==> src/rtl/id_issue.sv <==
// Decode/issue stage for the logic and shift subset of the integer pipeline.
// It forwards operands from EX/MEM and holds the result in the ID/EX register under stall/flush.
module id_issue (
  input  logic        clk,
  input  logic        rst,
  input  logic        inst_valid_i,
  input  logic [31:0] inst_i,
  output logic        inst_ready_o,
  output logic        reg1_read_o,
  output logic        reg2_read_o,
  output logic [4:0]  reg1_addr_o,
  output logic [4:0]  reg2_addr_o,
  input  logic [31:0] reg1_data_i,
  input  logic [31:0] reg2_data_i,
  input  logic        ex_wreg_i,
  input  logic [4:0]  ex_wd_i,
  input  logic [31:0] ex_wdata_i,
  input  logic        mem_wreg_i,
  input  logic [4:0]  mem_wd_i,
  input  logic [31:0] mem_wdata_i,
  input  logic        stall_i,
  input  logic        flush_i,
  output logic        valid_o,
  output logic [7:0]  aluop_o,
  output logic [2:0]  alusel_o,
  output logic [31:0] reg1_o,
  output logic [31:0] reg2_o,
  output logic [4:0]  wd_o,
  output logic        wreg_o,
  output logic [15:0] illegal_cnt_o
);

  localparam logic [7:0] EXE_NOP_OP    = 8'b00000000;
  localparam logic [7:0] EXE_AND_OP    = 8'b00100100;
  localparam logic [7:0] EXE_OR_OP     = 8'b00100101;
  localparam logic [7:0] EXE_XOR_OP    = 8'b00100110;
  localparam logic [7:0] EXE_NOR_OP    = 8'b00100111;
  localparam logic [7:0] EXE_SLL_OP    = 8'b01111100;
  localparam logic [7:0] EXE_SRL_OP    = 8'b00000010;
  localparam logic [7:0] EXE_SRA_OP    = 8'b00000011;
  localparam logic [2:0] EXE_RES_NOP   = 3'b000;
  localparam logic [2:0] EXE_RES_LOGIC = 3'b001;
  localparam logic [2:0] EXE_RES_SHIFT = 3'b010;

  logic [5:0]  op_s;
  logic [5:0]  funct_s;
  logic [4:0]  rs_s;
  logic [4:0]  rt_s;
  logic [4:0]  rd_s;
  logic [4:0]  sa_s;
  logic [15:0] imm_s;

  logic        legal_s;
  logic        use1_s;
  logic        use2_s;
  logic [7:0]  aluop_s;
  logic [2:0]  alusel_s;
  logic [31:0] k1_s;
  logic [31:0] k2_s;
  logic [4:0]  wd_s;
  logic [31:0] opnd1_s;
  logic [31:0] opnd2_s;
  logic        issue_s;

  logic        valid_r;
  logic [7:0]  aluop_r;
  logic [2:0]  alusel_r;
  logic [31:0] reg1_r;
  logic [31:0] reg2_r;
  logic [4:0]  wd_r;
  logic        wreg_r;
  logic [15:0] cnt_r;

  // The low two bits of funct/opcode select among AND, OR, XOR, NOR.
  function automatic logic [7:0] logic_op(input logic [1:0] sel);
    case (sel)
      2'b00:   logic_op = EXE_AND_OP;
      2'b01:   logic_op = EXE_OR_OP;
      2'b10:   logic_op = EXE_XOR_OP;
      2'b11:   logic_op = EXE_NOR_OP;
      default: logic_op = EXE_NOP_OP;
    endcase
  endfunction

  function automatic logic [7:0] shift_op(input logic [1:0] sel);
    case (sel)
      2'b00:   shift_op = EXE_SLL_OP;
      2'b10:   shift_op = EXE_SRL_OP;
      2'b11:   shift_op = EXE_SRA_OP;
      default: shift_op = EXE_NOP_OP;
    endcase
  endfunction

  // A destination of 0 never forwards because address 0 is resolved first.
  function automatic logic [31:0] resolve(
    input logic [4:0]  addr,
    input logic [31:0] rf_data,
    input logic        ex_we,
    input logic [4:0]  ex_wd,
    input logic [31:0] ex_data,
    input logic        mem_we,
    input logic [4:0]  mem_wd,
    input logic [31:0] mem_data
  );
    if (addr == 5'd0) begin
      resolve = 32'h0;
    end else if (ex_we && (ex_wd == addr)) begin
      resolve = ex_data;
    end else if (mem_we && (mem_wd == addr)) begin
      resolve = mem_data;
    end else begin
      resolve = rf_data;
    end
  endfunction

  assign op_s    = inst_i[31:26];
  assign rs_s    = inst_i[25:21];
  assign rt_s    = inst_i[20:16];
  assign rd_s    = inst_i[15:11];
  assign sa_s    = inst_i[10:6];
  assign funct_s = inst_i[5:0];
  assign imm_s   = inst_i[15:0];

  // Instruction decode: classify the word and pick operand sources.
  always_comb begin
    legal_s  = 1'b0;
    use1_s   = 1'b0;
    use2_s   = 1'b0;
    aluop_s  = EXE_NOP_OP;
    alusel_s = EXE_RES_NOP;
    k1_s     = 32'h0;
    k2_s     = 32'h0;
    wd_s     = 5'd0;
    case (op_s)
      6'b000000: begin
        case (funct_s)
          6'b100100, 6'b100101, 6'b100110, 6'b100111: begin
            legal_s  = (sa_s == 5'd0);
            aluop_s  = logic_op(funct_s[1:0]);
            alusel_s = EXE_RES_LOGIC;
            use1_s   = 1'b1;
            use2_s   = 1'b1;
            wd_s     = rd_s;
          end
          6'b000000, 6'b000010, 6'b000011: begin
            legal_s  = (rs_s == 5'd0);
            aluop_s  = shift_op(funct_s[1:0]);
            alusel_s = EXE_RES_SHIFT;
            k1_s     = {27'b0, sa_s};
            use2_s   = 1'b1;
            wd_s     = rd_s;
          end
          6'b000100, 6'b000110, 6'b000111: begin
            legal_s  = (sa_s == 5'd0);
            aluop_s  = shift_op(funct_s[1:0]);
            alusel_s = EXE_RES_SHIFT;
            use1_s   = 1'b1;
            use2_s   = 1'b1;
            wd_s     = rd_s;
          end
          default: legal_s = 1'b0;
        endcase
      end
      6'b001100, 6'b001101, 6'b001110: begin
        legal_s  = 1'b1;
        aluop_s  = logic_op(op_s[1:0]);
        alusel_s = EXE_RES_LOGIC;
        use1_s   = 1'b1;
        k2_s     = {16'h0, imm_s};
        wd_s     = rt_s;
      end
      6'b001111: begin
        legal_s  = 1'b1;
        aluop_s  = EXE_OR_OP;
        alusel_s = EXE_RES_LOGIC;
        k1_s     = {imm_s, 16'h0};
        wd_s     = rt_s;
      end
      default: legal_s = 1'b0;
    endcase
  end

  assign inst_ready_o = !stall_i;
  assign reg1_read_o  = legal_s & use1_s;
  assign reg2_read_o  = legal_s & use2_s;
  assign reg1_addr_o  = rs_s;
  assign reg2_addr_o  = rt_s;

  assign opnd1_s = use1_s ? resolve(rs_s, reg1_data_i, ex_wreg_i, ex_wd_i, ex_wdata_i,
                                    mem_wreg_i, mem_wd_i, mem_wdata_i) : k1_s;
  assign opnd2_s = use2_s ? resolve(rt_s, reg2_data_i, ex_wreg_i, ex_wd_i, ex_wdata_i,
                                    mem_wreg_i, mem_wd_i, mem_wdata_i) : k2_s;
  assign issue_s = inst_valid_i & legal_s;

  // ID/EX register: flush beats stall, stall holds, otherwise capture or bubble.
  always_ff @(posedge clk or negedge rst) begin
    if (!rst) begin
      valid_r  <= 1'b0;
      aluop_r  <= EXE_NOP_OP;
      alusel_r <= EXE_RES_NOP;
      reg1_r   <= 32'h0;
      reg2_r   <= 32'h0;
      wd_r     <= 5'd0;
      wreg_r   <= 1'b0;
    end else if (flush_i || (!stall_i && !issue_s)) begin
      valid_r  <= 1'b0;
      aluop_r  <= EXE_NOP_OP;
      alusel_r <= EXE_RES_NOP;
      reg1_r   <= 32'h0;
      reg2_r   <= 32'h0;
      wd_r     <= 5'd0;
      wreg_r   <= 1'b0;
    end else if (!stall_i) begin
      valid_r  <= 1'b1;
      aluop_r  <= aluop_s;
      alusel_r <= alusel_s;
      reg1_r   <= opnd1_s;
      reg2_r   <= opnd2_s;
      wd_r     <= wd_s;
      wreg_r   <= (wd_s != 5'd0);
    end else begin
      valid_r  <= valid_r;
      aluop_r  <= aluop_r;
      alusel_r <= alusel_r;
      reg1_r   <= reg1_r;
      reg2_r   <= reg2_r;
      wd_r     <= wd_r;
      wreg_r   <= wreg_r;
    end
  end

  // Saturating count of illegal words that were actually issued as bubbles.
  always_ff @(posedge clk or negedge rst) begin
    if (!rst) begin
      cnt_r <= 16'h0;
    end else if (!flush_i && !stall_i && inst_valid_i && !legal_s && (cnt_r != 16'hFFFF)) begin
      cnt_r <= cnt_r + 16'd1;
    end else begin
      cnt_r <= cnt_r;
    end
  end

  assign valid_o       = valid_r;
  assign aluop_o       = aluop_r;
  assign alusel_o      = alusel_r;
  assign reg1_o        = reg1_r;
  assign reg2_o        = reg2_r;
  assign wd_o          = wd_r;
  assign wreg_o        = wreg_r;
  assign illegal_cnt_o = cnt_r;

endmodule
==> config.mk <==
export PLATFORM = sky130hd
export DESIGN_NAME = id_issue
export DESIGN_NICKNAME = d
export VERILOG_FILES = /design/src/rtl/id_issue.sv
export SDC_FILE = /design/constraint.sdc
export NUM_CORES = 1
export LEC_CHECK = 0
export CORE_AREA = 2 2 118 120
export DETAILED_ROUTE_END_ITERATION = 10
export DIE_AREA = 0 0 120 122
export GPL_ROUTABILITY_DRIVEN = 0
export GPL_TIMING_DRIVEN = 0
export PLACE_DENSITY = 0.85
export SYNTH_ARGS = -nofsm -noshare
export SYNTH_HDL_FRONTEND = slang
export SYNTH_SLANG_ARGS = --single-unit
export TNS_END_PERCENT = 20
==> constraint.sdc <==
create_clock -name clk -period 5.75 [get_ports clk]
set_input_delay 1.4375 -clock clk [delete_from_list [all_inputs] [get_ports clk]]
set_output_delay 1.4375 -clock clk [all_outputs]
set_load 0.005 [all_outputs]
==> results of run 1 <==
-- final cells by class --
class	count	area share [%]
multi-input combinational	435	34.2
timing repair buffer	286	31.4
sequential	93	25.4
buffer	52	3.08
clock buffer	12	2.70
tap	180	2.46
clock inverter	4	0.520
inverter	5	0.205
-- cell families (layout without fill, tap and decap cells) --
group	Yosys count	in the layout
other	1	2
buffers and inverters	57	359
adders and majority gates	1	1
and+or+nand+nor	136	136
muxes	85	85
xor gates and xnor gates	34	34
DFF	93	93
AOI/OAI and AO/OA	177	177
-- registers in the layout, indices dropped and copies added (netlist names) --
register	flops
valid_o	1
aluop_o	4
wd_o	5
alusel_o	2
reg2_o	32
illegal_cnt_o	16
wreg_o	1
reg1_o	32
-- worst max-delay path: stages --
cell	delay (ps)
clkdlybuf4s50_1	510
or2_2	370
or4_4	480
o32a_1	200
o21ai_1	230
buf_2	270
and2_1	150
clkdlybuf4s50_1	490
-- power breakdown --
part / internal, mW / switching [mW] / total (mW)
clock network: 0.348 / 0.268 / 0.616
logic: 0.197 / 0.137 / 0.334
registers: 0.669 / 0.0177 / 0.687
-- worst max-delay path by stage --
stage,cells after the start,slack (ps),to,start
6_report,8,170,reg1_read_o,inst_i[3]
3_5_place_dp,8,180,reg1_read_o,inst_i[3]
3_3_place_gp,1,-280,illegal_cnt_o[10],rst
5_1_grt,8,40,reg1_read_o,inst_i[3]
4_1_cts,8,170,reg1_read_o,inst_i[3]
2_1_floorplan,6,1390,reg1_read_o,inst_i[3]
-- routing by layer --
metal,track usage (%),wire (um)
met5,0,0
met4,12.9,690
met3,8.38,1870
met2,48.5,10400
met1,37.6,9020
-- metrics by stage --
| stage | utilization, % | area (um^2) | total power, mW | setup slack (ps) |
|---|---|---|---|---|
| 2_1_floorplan | - | 5760 | 0.800 | 1390 |
| 3_3_place_gp | 65.4 | 8830 | 1.03 | -282 |
| 3_5_place_dp | 65.5 | 8850 | 1.03 | 180 |
| 4_1_cts | 67.7 | 9150 | 1.64 | 172 |
| 5_1_grt | 67.7 | 9150 | 1.69 | 38.1 |
| 6_report | 67.7 | 9150 | 1.64 | 168 |
-- layout by cell type, fill, tap and decap left out, types with 15 or more instances in the layout --
master           Yosys  routed
a22o_1              20      20
a22oi_1             37      37
buf_4               15      16
clkbuf_1            22      24
clkdlybuf4s50_1      0     284
dfrtp_1             93      93
mux2_2              27      27
mux2i_1             58      58
nand2_1             54      54
nor2_1              15      15
o21ai_0             75      75
xor2_1              26      26
==> impl_metrics.ini, run 1 <==
[run_status]
outcome = finished clean

[cts]
cts_max_level = 3
ctsHoldBuffers = 0
tritoncts = done
clk_path_buf_depth = 2
cts_sinks = 93
clk_latency_ps = 350
post_cts_buffers = 0
cts_made_buffers = 9
path_clk_slew_ps = 70
post_cts_resize_count = 0
clockRootBuffer = clkbuf_16

[critical_path]
critPathKind = in -> out
r2r_start = illegal_cnt_o[0]
reg2reg_to = illegal_cnt_o[13]
critical_path.startpoint_type = primary input
crit_fanout = 10
r2r_slack_ps = 3170
required_ps = 4310
rr_worst_depth = 7
endpoint_kind = output port
arrival_ps = 4140

[timing]
finClkSkew_ps = 3.52
slew_headroom_pct = 34.8
worstMarginPinSlew_ps = 976
hold_viol = 0
finalCritPeriodShare_pct = 97.1
max_freq_ghz = 0.179
rsz0062_at_grt = false
setup_violations = 0
finalCriticalPeriod_ps = 5580
timing.hold.ws_ps = 485
fin_setup_tns_ps = 0
drv_slew = 0

[grt]
antenna_found_initial = 0
grt_usage_pct = 30.0
grt_remaining_overflow = 0
grt_pass1_wl_um = 33200
grt_pass1_vias = 5975
grt_max_degree = 53

[detailed_routing]
drtAntennaViolNets = 0
routedWlPerCell_um = 20.6
via_per_inst = 5.58
routed_wl_um = 22000
drc_errors = 0
dr.pass1.iters = 4
drtIter0Drc = 473
vias = 5956

[synth]
synth_area_leader_cell = dfrtp_1
synthSimpleGateAreaFrac_pct = 12.0
synth_top_family_by_area = compound AO/OA/AOI/OAI gates
synth_xor_area_share_pct = 5.18
yosys_warnings = 0
async_flop_share_pct = 100
synth_top_area_share_pct = 40.5
ys_top_cells_by_count = dfrtp_1, o21ai_0, mux2i_1
synthesis.area_mm2 = 0.00575
seq_area_frac_synth_pct = 40.5
synth.avg_cell_area_um2 = 9.85
synth_edf_count = 0
synth-compound-area-share_pct = 21.5
synthCells = 584
synth-main-ff-cell = dfrtp_1
ys_ff_latch = 93
synthAdderAreaFrac_pct = 0.218
synth_most_common_cell = dfrtp_1
synthDistinctLibCells = 51
synth_area_leaders = dfrtp_1, mux2i_1, o21ai_0
synthMuxAreaShare_pct = 15.4

[min_path]
whs_path_depth = 2
hp-class = reg -> reg
hold_path_end = wd_o[3]
worstHoldStart = wd_o[3]

[floorplan]
rows = 43
die_y_um = 122
die_w_um = 120
io_pins = 288
dieArea_mm2 = 0.0146
start_util_pct = 42.6
core_area_mm2 = 0.0135

[pwr]
power.density_mw_per_mm2 = 179
ir_worst_vdd_mv = 0.143
power.leakage_nw = 3.66

[placement]
port_buffers = 285
dp_cells = 1051
dp_hpwl_um = 17300

[final_layout]
fillers = 1120
synthToLayoutAreaGrowth_pct = 59.0
antenna-diode-count = 0
fin_nets = 1060
multi_input_area_mm2 = 0.00313
regArea_mm2 = 0.00233
drive_gt1_share_pct = 10.8
finalNonFillerCells = 1067

[run]
drv_cap = 0
Power figures use the tool's default switching activity.
==> run 2: changes to the inputs <==
==> constraint.sdc (replaced) <==
create_clock -name clk -period 5.75 [get_ports clk]
set_input_delay 1.15 -clock clk [delete_from_list [all_inputs] [get_ports clk]]
set_output_delay 1.15 -clock clk [all_outputs]
set_load 0.005 [all_outputs]
==> results of run 2 <==
The final DEF is identical to that of run 1. Status: finished clean.
Among the figures that moved: setup slack after placement 180 ps -> 755 ps; setup slack after layout 168 ps -> 743 ps
==> run 3: changes to the inputs <==
--- a/config.mk
+++ b/config.mk
@@ -10,6 +10,7 @@
 export DIE_AREA = 0 0 120 122
 export GPL_ROUTABILITY_DRIVEN = 0
 export GPL_TIMING_DRIVEN = 0
+export HOLD_SLACK_MARGIN = 0.03
 export PLACE_DENSITY = 0.85
 export SYNTH_ARGS = -nofsm -noshare
 export SYNTH_HDL_FRONTEND = slang
==> results of run 3 <==
The final DEF is identical to that of run 1. Status: finished clean.
Among the figures that moved: setup slack after placement 180 ps -> 755 ps; setup slack after layout 168 ps -> 743 ps
